## src/rtl/i2s_pkg.sv

```systemverilog
// Shared constants and state encoding for the I2S / left-justified stream transmitter.
package i2s_pkg;

    localparam logic I2S_FMT_I2S = 1'b0;
    localparam logic I2S_FMT_LJ  = 1'b1;

    typedef enum logic {
        ST_IDLE = 1'b0,
        ST_RUN  = 1'b1
    } i2s_state_e;

endpackage

```

## src/rtl/i2s_sample_fifo.sv

```systemverilog
// First-word-fall-through sample FIFO with level output; the head word is visible on rd_data whenever not empty.
module i2s_sample_fifo #(
    parameter int WIDTH = 32,
    parameter int DEPTH = 8
) (
    input  logic                         clk,
    input  logic                         reset,
    input  logic                         push,
    input  logic [WIDTH-1:0]             wr_data,
    input  logic                         pop,
    output logic [WIDTH-1:0]             rd_data,
    output logic                         full,
    output logic                         empty,
    output logic [$clog2(DEPTH+1)-1:0]   level
);
    localparam int AW = $clog2(DEPTH);
    localparam int LW = $clog2(DEPTH + 1);

    logic [WIDTH-1:0] mem [DEPTH];
    logic [AW-1:0]    wr_ptr;
    logic [AW-1:0]    rd_ptr;
    logic             do_push;
    logic             do_pop;

    assign full    = (level == LW'(DEPTH));
    assign empty   = (level == '0);
    assign do_push = push && !full;
    assign do_pop  = pop && !empty;
    assign rd_data = mem[rd_ptr];

    always_ff @(posedge clk) begin
        if (do_push) begin
            mem[wr_ptr] <= wr_data;
        end
    end

    always_ff @(posedge clk) begin
        if (reset) begin
            wr_ptr <= '0;
            rd_ptr <= '0;
            level  <= '0;
        end else begin
            if (do_push) begin
                wr_ptr <= wr_ptr + AW'(1);
            end
            if (do_pop) begin
                rd_ptr <= rd_ptr + AW'(1);
            end
            if (do_push && !do_pop) begin
                level <= level + LW'(1);
            end else if (do_pop && !do_push) begin
                level <= level - LW'(1);
            end
        end
    end

endmodule

```

## src/rtl/i2s_tx_stream.sv

```systemverilog
// Parametrised I2S / left-justified stereo transmitter fed from a sample-pair FIFO.
// Optional underrun counter (cnt_clr_i, underrun_cnt_o) is built when I2S_TX_UNDERRUN_CNT_EN is defined.
//
// state   | meaning
// ST_IDLE | serialiser stopped, outputs 0, fmt_i tracked every cycle
// ST_RUN  | BCLK running, frames loaded from the FIFO at each b=0
module i2s_tx_stream
    import i2s_pkg::*;
#(
    parameter int SAMPLE_W   = 16,
    parameter int SLOT_W     = 32,
    parameter int BCLK_HALF  = 8,
    parameter int FIFO_DEPTH = 8
) (
    input  logic                               clk,
    input  logic                               reset,
    input  logic                               enable_i,
    input  logic                               fmt_i,
    input  logic                               s_valid_i,
    output logic                               s_ready_o,
    input  logic [SAMPLE_W-1:0]                l_sample_i,
    input  logic [SAMPLE_W-1:0]                r_sample_i,
    output logic [$clog2(FIFO_DEPTH+1)-1:0]    fifo_level_o,
    output logic                               underrun_o,
`ifdef I2S_TX_UNDERRUN_CNT_EN
    input  logic                               cnt_clr_i,
    output logic [15:0]                        underrun_cnt_o,
`endif
    output logic                               lrclk_o,
    output logic                               bclk_o,
    output logic                               dacdat_o
);
    localparam int FRAME_W = 2 * SLOT_W;
    localparam int DIV_W   = $clog2(BCLK_HALF);
    localparam int B_W     = $clog2(FRAME_W);

    i2s_state_e              state_q, state_d;
    logic [DIV_W-1:0]        div_q;
    logic [B_W-1:0]          b_q, b_next;
    logic [FRAME_W-1:0]      sreg_q, sreg_next, frame_word;
    logic                    bclk_q, lrclk_q, dacdat_q, lj_q, underrun_q, fmt_q;
    logic                    div_tc, frame_start, pop, underrun_evt;
    logic                    fifo_full, fifo_empty;
    logic [2*SAMPLE_W-1:0]   fifo_head;
    logic [SLOT_W-1:0]       l_slot, r_slot;

    i2s_sample_fifo #(
        .WIDTH (2 * SAMPLE_W),
        .DEPTH (FIFO_DEPTH)
    ) u_fifo (
        .clk     (clk),
        .reset   (reset),
        .push    (s_valid_i),
        .wr_data ({l_sample_i, r_sample_i}),
        .pop     (pop),
        .rd_data (fifo_head),
        .full    (fifo_full),
        .empty   (fifo_empty),
        .level   (fifo_level_o)
    );

    assign s_ready_o = !fifo_full;

    // Samples sit MSB-aligned in their slot, zero-padded below.
    assign l_slot     = SLOT_W'(fifo_head[2*SAMPLE_W-1:SAMPLE_W]) << (SLOT_W - SAMPLE_W);
    assign r_slot     = SLOT_W'(fifo_head[SAMPLE_W-1:0]) << (SLOT_W - SAMPLE_W);
    assign frame_word = fifo_empty ? '0 : {l_slot, r_slot};
    assign div_tc     = (div_q == DIV_W'(BCLK_HALF - 1));
    assign b_next     = (b_q == B_W'(FRAME_W - 1)) ? '0 : b_q + B_W'(1);
    assign sreg_next  = frame_start ? frame_word : (sreg_q << 1);

    always_ff @(posedge clk) begin
        if (reset) begin
            state_q <= ST_IDLE;
        end else begin
            state_q <= state_d;
        end
    end

    always_comb begin
        state_d = state_q;
        case (state_q)
            ST_IDLE: if (enable_i)  state_d = ST_RUN;
            ST_RUN:  if (!enable_i) state_d = ST_IDLE;
            default: state_d = ST_IDLE;
        endcase
    end

    always_comb begin
        frame_start = 1'b0;
        if (enable_i) begin
            if (state_q == ST_IDLE) begin
                frame_start = 1'b1;
            end else if (div_tc && bclk_q && (b_next == '0)) begin
                frame_start = 1'b1;
            end
        end
        pop          = frame_start && !fifo_empty;
        underrun_evt = frame_start && fifo_empty;
    end

    always_ff @(posedge clk) begin
        if (reset) begin
            div_q      <= '0;
            b_q        <= '0;
            sreg_q     <= '0;
            lj_q       <= 1'b0;
            bclk_q     <= 1'b0;
            lrclk_q    <= 1'b0;
            dacdat_q   <= 1'b0;
            underrun_q <= 1'b0;
            fmt_q      <= I2S_FMT_I2S;
        end else if (!enable_i) begin
            div_q      <= '0;
            b_q        <= '0;
            sreg_q     <= '0;
            lj_q       <= 1'b0;
            bclk_q     <= 1'b0;
            lrclk_q    <= 1'b0;
            dacdat_q   <= 1'b0;
            underrun_q <= 1'b0;
            fmt_q      <= fmt_i;
        end else begin
            underrun_q <= underrun_evt;
            if (state_q == ST_IDLE) begin
                div_q    <= '0;
                b_q      <= '0;
                bclk_q   <= 1'b0;
                lrclk_q  <= 1'b0;
                sreg_q   <= sreg_next;
                lj_q     <= sreg_next[FRAME_W-1];
                // lj_q is still 0 here, so I2S period 0 of the first frame is 0.
                dacdat_q <= (fmt_i == I2S_FMT_LJ) ? sreg_next[FRAME_W-1] : lj_q;
                fmt_q    <= fmt_i;
            end else if (div_tc) begin
                div_q  <= '0;
                bclk_q <= !bclk_q;
                if (bclk_q) begin
                    b_q      <= b_next;
                    sreg_q   <= sreg_next;
                    lj_q     <= sreg_next[FRAME_W-1];
                    lrclk_q  <= (b_next >= B_W'(SLOT_W));
                    dacdat_q <= (fmt_q == I2S_FMT_LJ) ? sreg_next[FRAME_W-1] : lj_q;
                end
            end else begin
                div_q <= div_q + DIV_W'(1);
            end
        end
    end

    assign bclk_o     = bclk_q;
    assign lrclk_o    = lrclk_q;
    assign dacdat_o   = dacdat_q;
    assign underrun_o = underrun_q;

`ifdef I2S_TX_UNDERRUN_CNT_EN
    always_ff @(posedge clk) begin
        if (reset || cnt_clr_i) begin
            underrun_cnt_o <= '0;
        end else if (underrun_evt && (underrun_cnt_o != 16'hFFFF)) begin
            underrun_cnt_o <= underrun_cnt_o + 16'd1;
        end
    end
`endif

endmodule

```

## config.mk

```make
export PLATFORM = sky130hd
export DESIGN_NAME = i2s_tx_stream
export DESIGN_NICKNAME = d
export VERILOG_FILES = /design/src/rtl/i2s_pkg.sv /design/src/rtl/i2s_sample_fifo.sv /design/src/rtl/i2s_tx_stream.sv
export SDC_FILE = /design/constraint.sdc
export NUM_CORES = 1
export LEC_CHECK = 0
export BUFFER_PORTS_ARGS = -buffer_cell sky130_fd_sc_hd__buf_2
export CAP_MARGIN = 20
export CORE_AREA = 3 3 173 175
export CTS_CLUSTER_DIAMETER = 50
export DETAILED_ROUTE_END_ITERATION = 8
export DIE_AREA = 0 0 176 178
export GPL_TIMING_DRIVEN = 0
export PLACE_DENSITY = 0.67
export SYNTH_ARGS = -nofsm -noshare
export SYNTH_HDL_FRONTEND = slang
export SYNTH_SLANG_ARGS = --single-unit
```

## constraint.sdc

```tcl
create_clock -name clk -period 12 [get_ports clk]
set_clock_uncertainty 0.05 [all_clocks]
set_input_delay 2.4 -clock clk [delete_from_list [all_inputs] [get_ports clk]]
set_output_delay 2.4 -clock clk [all_outputs]
set_load 0.005 [all_outputs]
```

After elaboration in Yosys (flattened, before gate mapping)
Memory sizes are Yosys's and may differ from the RTL's. A register that Yosys moved wholly into a read port is not among the register bits.
Index checks and enable logic that the tools add are counted.
{"block": "classes", "addsub": 6, "n_mul": 0, "div": 0, "order_cmp": 1, "n_eq_ne": 6, "shifts": 0, "muxes": 26, "bitwise_logic": 2, "n_reduce_logical": 21}
{"cell": "$mux 63", "n": 3}
{"cell": "$mux 64", "n": 2}
{"cell": "$mux 1", "n": 16}
{"cell": "$add 3x1->3 const B", "n": 3}
{"cell": "$logic_and 1x1->1", "n": 8}
{"cell": "$mux 4", "n": 2}
{"cell": "$add 6x1->6 const B", "n": 1}
{"cell": "$eq 6x6->1 const B", "n": 1}
{"cell": "$ge 6x6->1 const B", "n": 1}
{"cell": "$logic_not 6->1", "n": 1}
{"cell": "$mux 3", "n": 2}
{"cell": "$mux 6", "n": 1}
{"cell": "$logic_not 1->1", "n": 5}
{"cell": "$add 4x1->4 const B", "n": 1}
{"cell": "$eq 4x4->1 const B", "n": 1}
{"cell": "$logic_not 4->1", "n": 1}
{"cell": "$ne 2x1->1 const B", "n": 2}
{"cell": "$reduce_and 2->1", "n": 2}
{"cell": "$reduce_or 4->1", "n": 1}
{"cell": "$sub 4x1->4 const B", "n": 1}
{"cell": "$eq 3x3->1 const B", "n": 1}
{"cell": "$reduce_or 3->1", "n": 1}
{"cell": "$ne 2x2->1 const B", "n": 1}
{"cell": "$not 1->1", "n": 2}
{"cell": "2 further kinds", "n": 2}
{"block": "word_totals", "ff_bits": 89, "latch_bits": 0, "ram_bits": 256, "rom_bits": 0, "out_inout_bits": 9, "memories": 1}
{"memory": "u_fifo.mem", "depth": 8, "word_bits": 32, "rd": 1, "rd_clocked_by_memory_dff": 1, "wr": 1, "line_no": "i2s_sample_fifo.sv:19", "source": "logic [WIDTH-1:0] mem [DEPTH];"}

Logic depth before layout (Yosys ltp)
{"block": "logic_depth", "depth_word": 12, "mapped_depth": 18, "depth_no_buf": 15}

Cells and area by module
From an unflattened synthesis, not the netlist that was laid out.
{"block": "unflattened", "cells_unflattened": 796, "area_unflattened_um2": 13290.2}
{"mod": "i2s_sample_fifo", "n_inst": 1, "cells_per_inst": 443, "area_per_inst_um2": 10236.1}
{"mod": "i2s_tx_stream", "n_inst": 1, "cells_per_inst": 353, "area_per_inst_um2": 3054.2}

Worst setup path after synthesis
OpenSTA, ideal clock, no wires.
{"block": "synth_path", "path_kind": "input to register", "startpoint": "input s_valid_i", "endpoint": "memory u_fifo.mem[0][0] (enable)", "t_arrival_ns": 5.055, "required_time_ns": 11.489, "path_slack_ns": 6.434, "cell_stages": 4, "path_cell_list": "and2_1 > clkbuf_1 > nand2b_1 > nor3_1"}
{"block": "synth_via", "elab_chain_cells": 3}
{"item": "from (decl)", "line_no": "i2s_tx_stream.sv:19", "source": "input logic s_valid_i,"}
{"item": "$logic_and 1x1->1", "line_no": "i2s_sample_fifo.sv:27", "source": "assign do_push = push && !full;"}
{"item": "named net u_fifo.do_push", "line_no": "i2s_sample_fifo.sv:22", "source": "logic do_push;"}
{"item": "$mux 1", "line_no": "i2s_sample_fifo.sv:32", "source": "if (do_push) begin"}
{"item": "$mux 1 (not written as such)", "line_no": "i2s_sample_fifo.sv:33", "source": "mem[wr_ptr] <= wr_data;"}
{"item": "to (decl)", "line_no": "i2s_sample_fifo.sv:19"}
The timed path passes the listed nets, and every way through them passes these cells.

Worst setup path in the final report
{"block": "layout_path", "startpoint": "input enable_i", "endpoint": "register u_fifo.level[3]"}
{"block": "layout_via", "elab_chain_cells": 6, "elab_cells_between_ends": 8}
{"item": "from (decl)", "line_no": "i2s_tx_stream.sv:17", "source": "input logic enable_i,"}
{"item": "$mux 1 *", "line_no": "i2s_tx_stream.sv:91", "source": "if (enable_i) begin"}
{"item": "$logic_and 1x1->1 *", "line_no": "i2s_tx_stream.sv:98", "source": "pop = frame_start && !fifo_empty;"}
{"item": "$logic_and 1x1->1 *", "line_no": "i2s_sample_fifo.sv:28", "source": "assign do_pop = pop && !empty;"}
{"item": "$logic_not 1->1", "line_no": "i2s_sample_fifo.sv:49", "source": "if (do_push && !do_pop) begin"}
{"item": "$logic_and 1x1->1", "line_no": "i2s_sample_fifo.sv:49"}
{"item": "$mux 4 or $reduce_bool 2->1 (tied branches)"}
{"item": "to (signal assigned)", "line_no": "i2s_sample_fifo.sv:50", "source": "level <= level + LW'(1);"}
{"item": "to (signal assigned)", "line_no": "i2s_sample_fifo.sv:52", "source": "level <= level - LW'(1);"}
{"item": "to (decl)", "line_no": "i2s_sample_fifo.sv:14", "source": "output logic [$clog2(DEPTH+1)-1:0] level"}
Mark *: on every way between the ends. The rest lies on a longest branch, timed or not.
A chain may end at the register's enable or synchronous reset.

==> metrics.md <==
| Metric | Value |
|---|---|
| Via Count | 6716 |
| Hold path start | div_q[0]$_SDFF_PP0_ |
| Yosys top cell area share | 60.2% |
| Number of DRC markers in iteration 0 | 497 |
| Core Area | 28600 um^2 |
| PwrDens | around 190 nW/um^2 |
| Critical path launch point | enable_i |
| Fmax | 229 MHz |
| Area Overhead vs Synth | 16.8% |
| WL/cell | 20.9 um |
| Largest net degree at the start of global routing | 22 |
| Slew Limit Fails | 0 |
| Sequential area share after synthesis | between 70 and 80% |
| H-tree levels | 2 |
| CP max stage cell | or3_1 |
| Data required, critical path | 12.39 ns |
| Max_slew headroom | between 40% and 50% |
| RePlAce Congestion | between 0.7 and 0.8 |
| Count leader, synth | edfxtp_1 |
| RSZ-0062 raised after global routing | false |
| Synth top area cells | edfxtp_1 (60%), dfxtp_1 (12%), mux4_2 (11%) |
| Die height | 178 um |
| CTS Hold Bufs | 0 |
| Hold crit path type | flip-flop to flip-flop |
| Max-cap viol count | 0 |
| M1 wire length | 11400 um |
| Ys flop type | edfxtp_1 |
| Flops & latches, synth | 332 |
| DP HPWL | ~17000 um |
| CTS Buf Count | 36 |
| R2r startpoint | div_q[0]$_SDFF_PP0_ |
| Die width | 176 um |
| Top cells by instance count after synthesis | edfxtp_1 (256), dfxtp_1 (76), nand2_1 (75) |
| Non-Filler Instances | 1248 |
| Largest area contributor in the netlist | edfxtp_1 |
| Max IR drop VDD | 0.110 mV |
| Fin Setup TNS | 0 ns |
| Via density | 5.38 |
| Clock Path Buffers | 3 |
| Layout Nets | 883 |
| Overall Global Routing Usage | roughly 17% |
| Num Clock Sinks | 332 |
| Post-CTS sizing | 0 |
| Initial core utilization | 44.6% |
| Netlist cell types | 45 |
| Post-synth EDFFs | 256 |
| Total Power | between 2 and 3 mW |
| DR top layer | met5 |
| Leak Pwr | between 4 and 5 nW |
| Setup Fix Bufs, Post-CTS | 0 |
| Worst slew pin tran | 0.850 ns |
| Cell family with the largest share of critical-path delay | buffers and inverters |
| Routed Antenna Nets | 0 |
| Placed cells | 1182 |
| Worst skew pair latency | 0.51 ns |
| Fin. Hold Viols | 0 |
| # setup viols final | 0 |
| CTS Root Cell | clkbuf_16 |
| Die area | 31300 um^2 |
| CP max stage delay | 0.30 ns |
| CP cell instances | buf_2 -> o2111ai_4 -> nor2b_1 -> buf_4 -> buf_6 -> inv_1 -> ha_1 -> inv_1 -> ha_1 -> a21o_1 -> a21oi_1 -> xnor2_1 -> or3_1 -> a21oi_1 |
| I/O pins | 46 |
| Grt ovf | 0 |
| Number of I/O port buffers | 45 |
| Number of diodes | 0 |
| Row count | 62 |
| Synthesized area per cell | around 17 um^2 |
| Crit Path Category | input port to flip-flop |
| Worst-path maximum fanout | 10 |
| Drt drc | 0 |
| Post-Route Utilization | a little over half |
| Net Count, Synth | 786 |
| Pre-antenna DRT Iters | 5 |
| Post-layout min period | 4.36 ns |
| Layout cells sized above 1 | between 20% and 30% |
| Met3 WL | about 1400 um |
| TritonCTS clock tree | done |
| Status | finished clean |
| Clock Pin Slew Worst Setup and Hold Paths | 0.06 ns |
| Fraction of registers with async set/reset | 0% |
| CP bufs+invs | 5 |
| Syn Inst Count | 739 |
| Worst Setup Start Kind | input port |
| CP endpoint kind | flip-flop |
| Number of global-route vias before repair | 6885 |
| Period Utilization, post-route | 36.4% |
| First-pass GRT wire length | 40400 um |
| Synth warn | 0 |
| Worst hold slack | 0.385 ns |
| Mapped Area | 12800 um^2 |
| Met2 WL post-DR | 12700 um |
| Fillers | 2323 |
| Initial antenna violation count | 1 |
| Critical Path AT | 4.76 ns |
| Drt total wl | around 26000 um |
## per-stage QoR
| step | setup WS, ns | cell area [um^2] |
|---|---|---|
| after global routing | 7.52 | 14900 |
| after floorplan | 6.43 | 12800 |
| after CTS | 7.66 | 14900 |
| after global placement | 3.85 | 13500 |
| final | 7.64 | 14900 |
| after detailed placement | 7.13 | 13700 |
## path summary, 6_finish.rpt
kind / end / depth (start not counted) / slack (ns)
worst min-delay path: div_q[0]$_SDFF_PP0_ / 1 / 0.38
worst max register to register: u_fifo.level[3]$_SDFFE_PP0P_ / 18 / 8.48
worst min register to register: div_q[0]$_SDFF_PP0_ / 1 / 0.38
worst max-delay path: u_fifo.level[3]$_SDFFE_PP0P_ / 14 / 7.64
## area by class of cell
class	instances	area (um^2)	share of cell area, %
tap	384	480	3.22
timing repair buffer	59	450	3.02
multi-input combinational	360	3380	22.7
clock buffer	47	983	6.60
sequential	332	9210	61.8
inverter	3	11.3	0.0756
buffer	44	218	1.46
clock inverter	19	171	1.15
## where the power goes
group | internal [mW] | switching, mW | leakage [nW] | total, mW
clock | 0.628 | 0.439 | 0.559 | 1.07
sequential | 1.30 | 0.0241 | 2.94 | 1.32
combinational | 0.226 | 0.238 | 1.36 | 0.465
## registers in the layout, summed over array words and instances (netlist names), named ones only
register and cells:
u_fifo.mem 256, sreg_q 47, b_q 6, u_fifo.level 4, div_q 3, u_fifo.rd_ptr 3
u_fifo.wr_ptr 3, bclk_o 1, dacdat_o 1, fmt_q 1, lj_q 1, lrclk_o 1
state_q 1, underrun_o 1
## logic make-up after synthesis
| logic type | after synthesis | share of synthesized area [%] |
|---|---|---|
| mux | 100 | 14.5 |
| flops | 332 | 72.1 |
| xor+xnor | 10 | 0.686 |
| buf+inv | 47 | 1.79 |
| fa+ha+maj | 10 | 1.04 |
| simple gates | 137 | 4.70 |
| compound gates | 103 | 5.18 |
## routing by layer
layer | up-vias | GRT usage, %
li1 | 3097 | -
met3 | 46 | 3.32
met5 | - | 0
met1 | 3400 | 23.2
met2 | 171 | 28.1
met4 | 2 | 4.98
## worst register-to-register path, stage by stage (launching register included)
cell and delay [ns]:
dfxtp_1 0.34, ha_1 0.16, ha_1 0.14, clkbuf_1 0.26, nand3_1 0.13, nand2_1 0.14
o2111ai_4 0.21, nor2b_1 0.15, buf_4 0.20, buf_6 0.17, inv_1 0.06, ha_1 0.21
inv_1 0.12, ha_1 0.25, a21o_1 0.17, a21oi_1 0.17, xnor2_1 0.09, or3_1 0.30
a21oi_1 0.15
## cell usage in the layout (no fill, tap or decap), types with 3 or more instances in the layout
| master | netlist | final |
|---|---|---|
| clkinvlp_4 | 0 | 3 |
| xnor2_1 | 6 | 6 |
| nor3b_1 | 4 | 4 |
| clkinv_2 | 0 | 5 |
| clkinv_1 | 0 | 3 |
| buf_6 | 4 | 12 |
| ha_1 | 9 | 9 |
| a21oi_1 | 11 | 11 |
| inv_1 | 3 | 3 |
| a22o_1 | 16 | 16 |
| dfxtp_1 | 76 | 76 |
| buf_12 | 0 | 4 |
| a31oi_1 | 30 | 30 |
| inv_6 | 0 | 3 |
| clkinv_4 | 0 | 3 |
| and3_1 | 4 | 4 |
| mux4_2 | 64 | 64 |
| nor3_1 | 9 | 7 |
| nor2_1 | 28 | 22 |
| nand2_1 | 75 | 75 |
| clkbuf_16 | 0 | 37 |
| nor2_4 | 0 | 6 |
| clkbuf_1 | 24 | 32 |
| mux2i_1 | 4 | 4 |
| xor2_1 | 4 | 4 |
| o21ai_0 | 34 | 34 |
| nand2b_1 | 6 | 6 |
| buf_2 | 12 | 57 |
| edfxtp_1 | 256 | 256 |
| mux2_2 | 31 | 31 |
(Power assumes the default switching activity.)
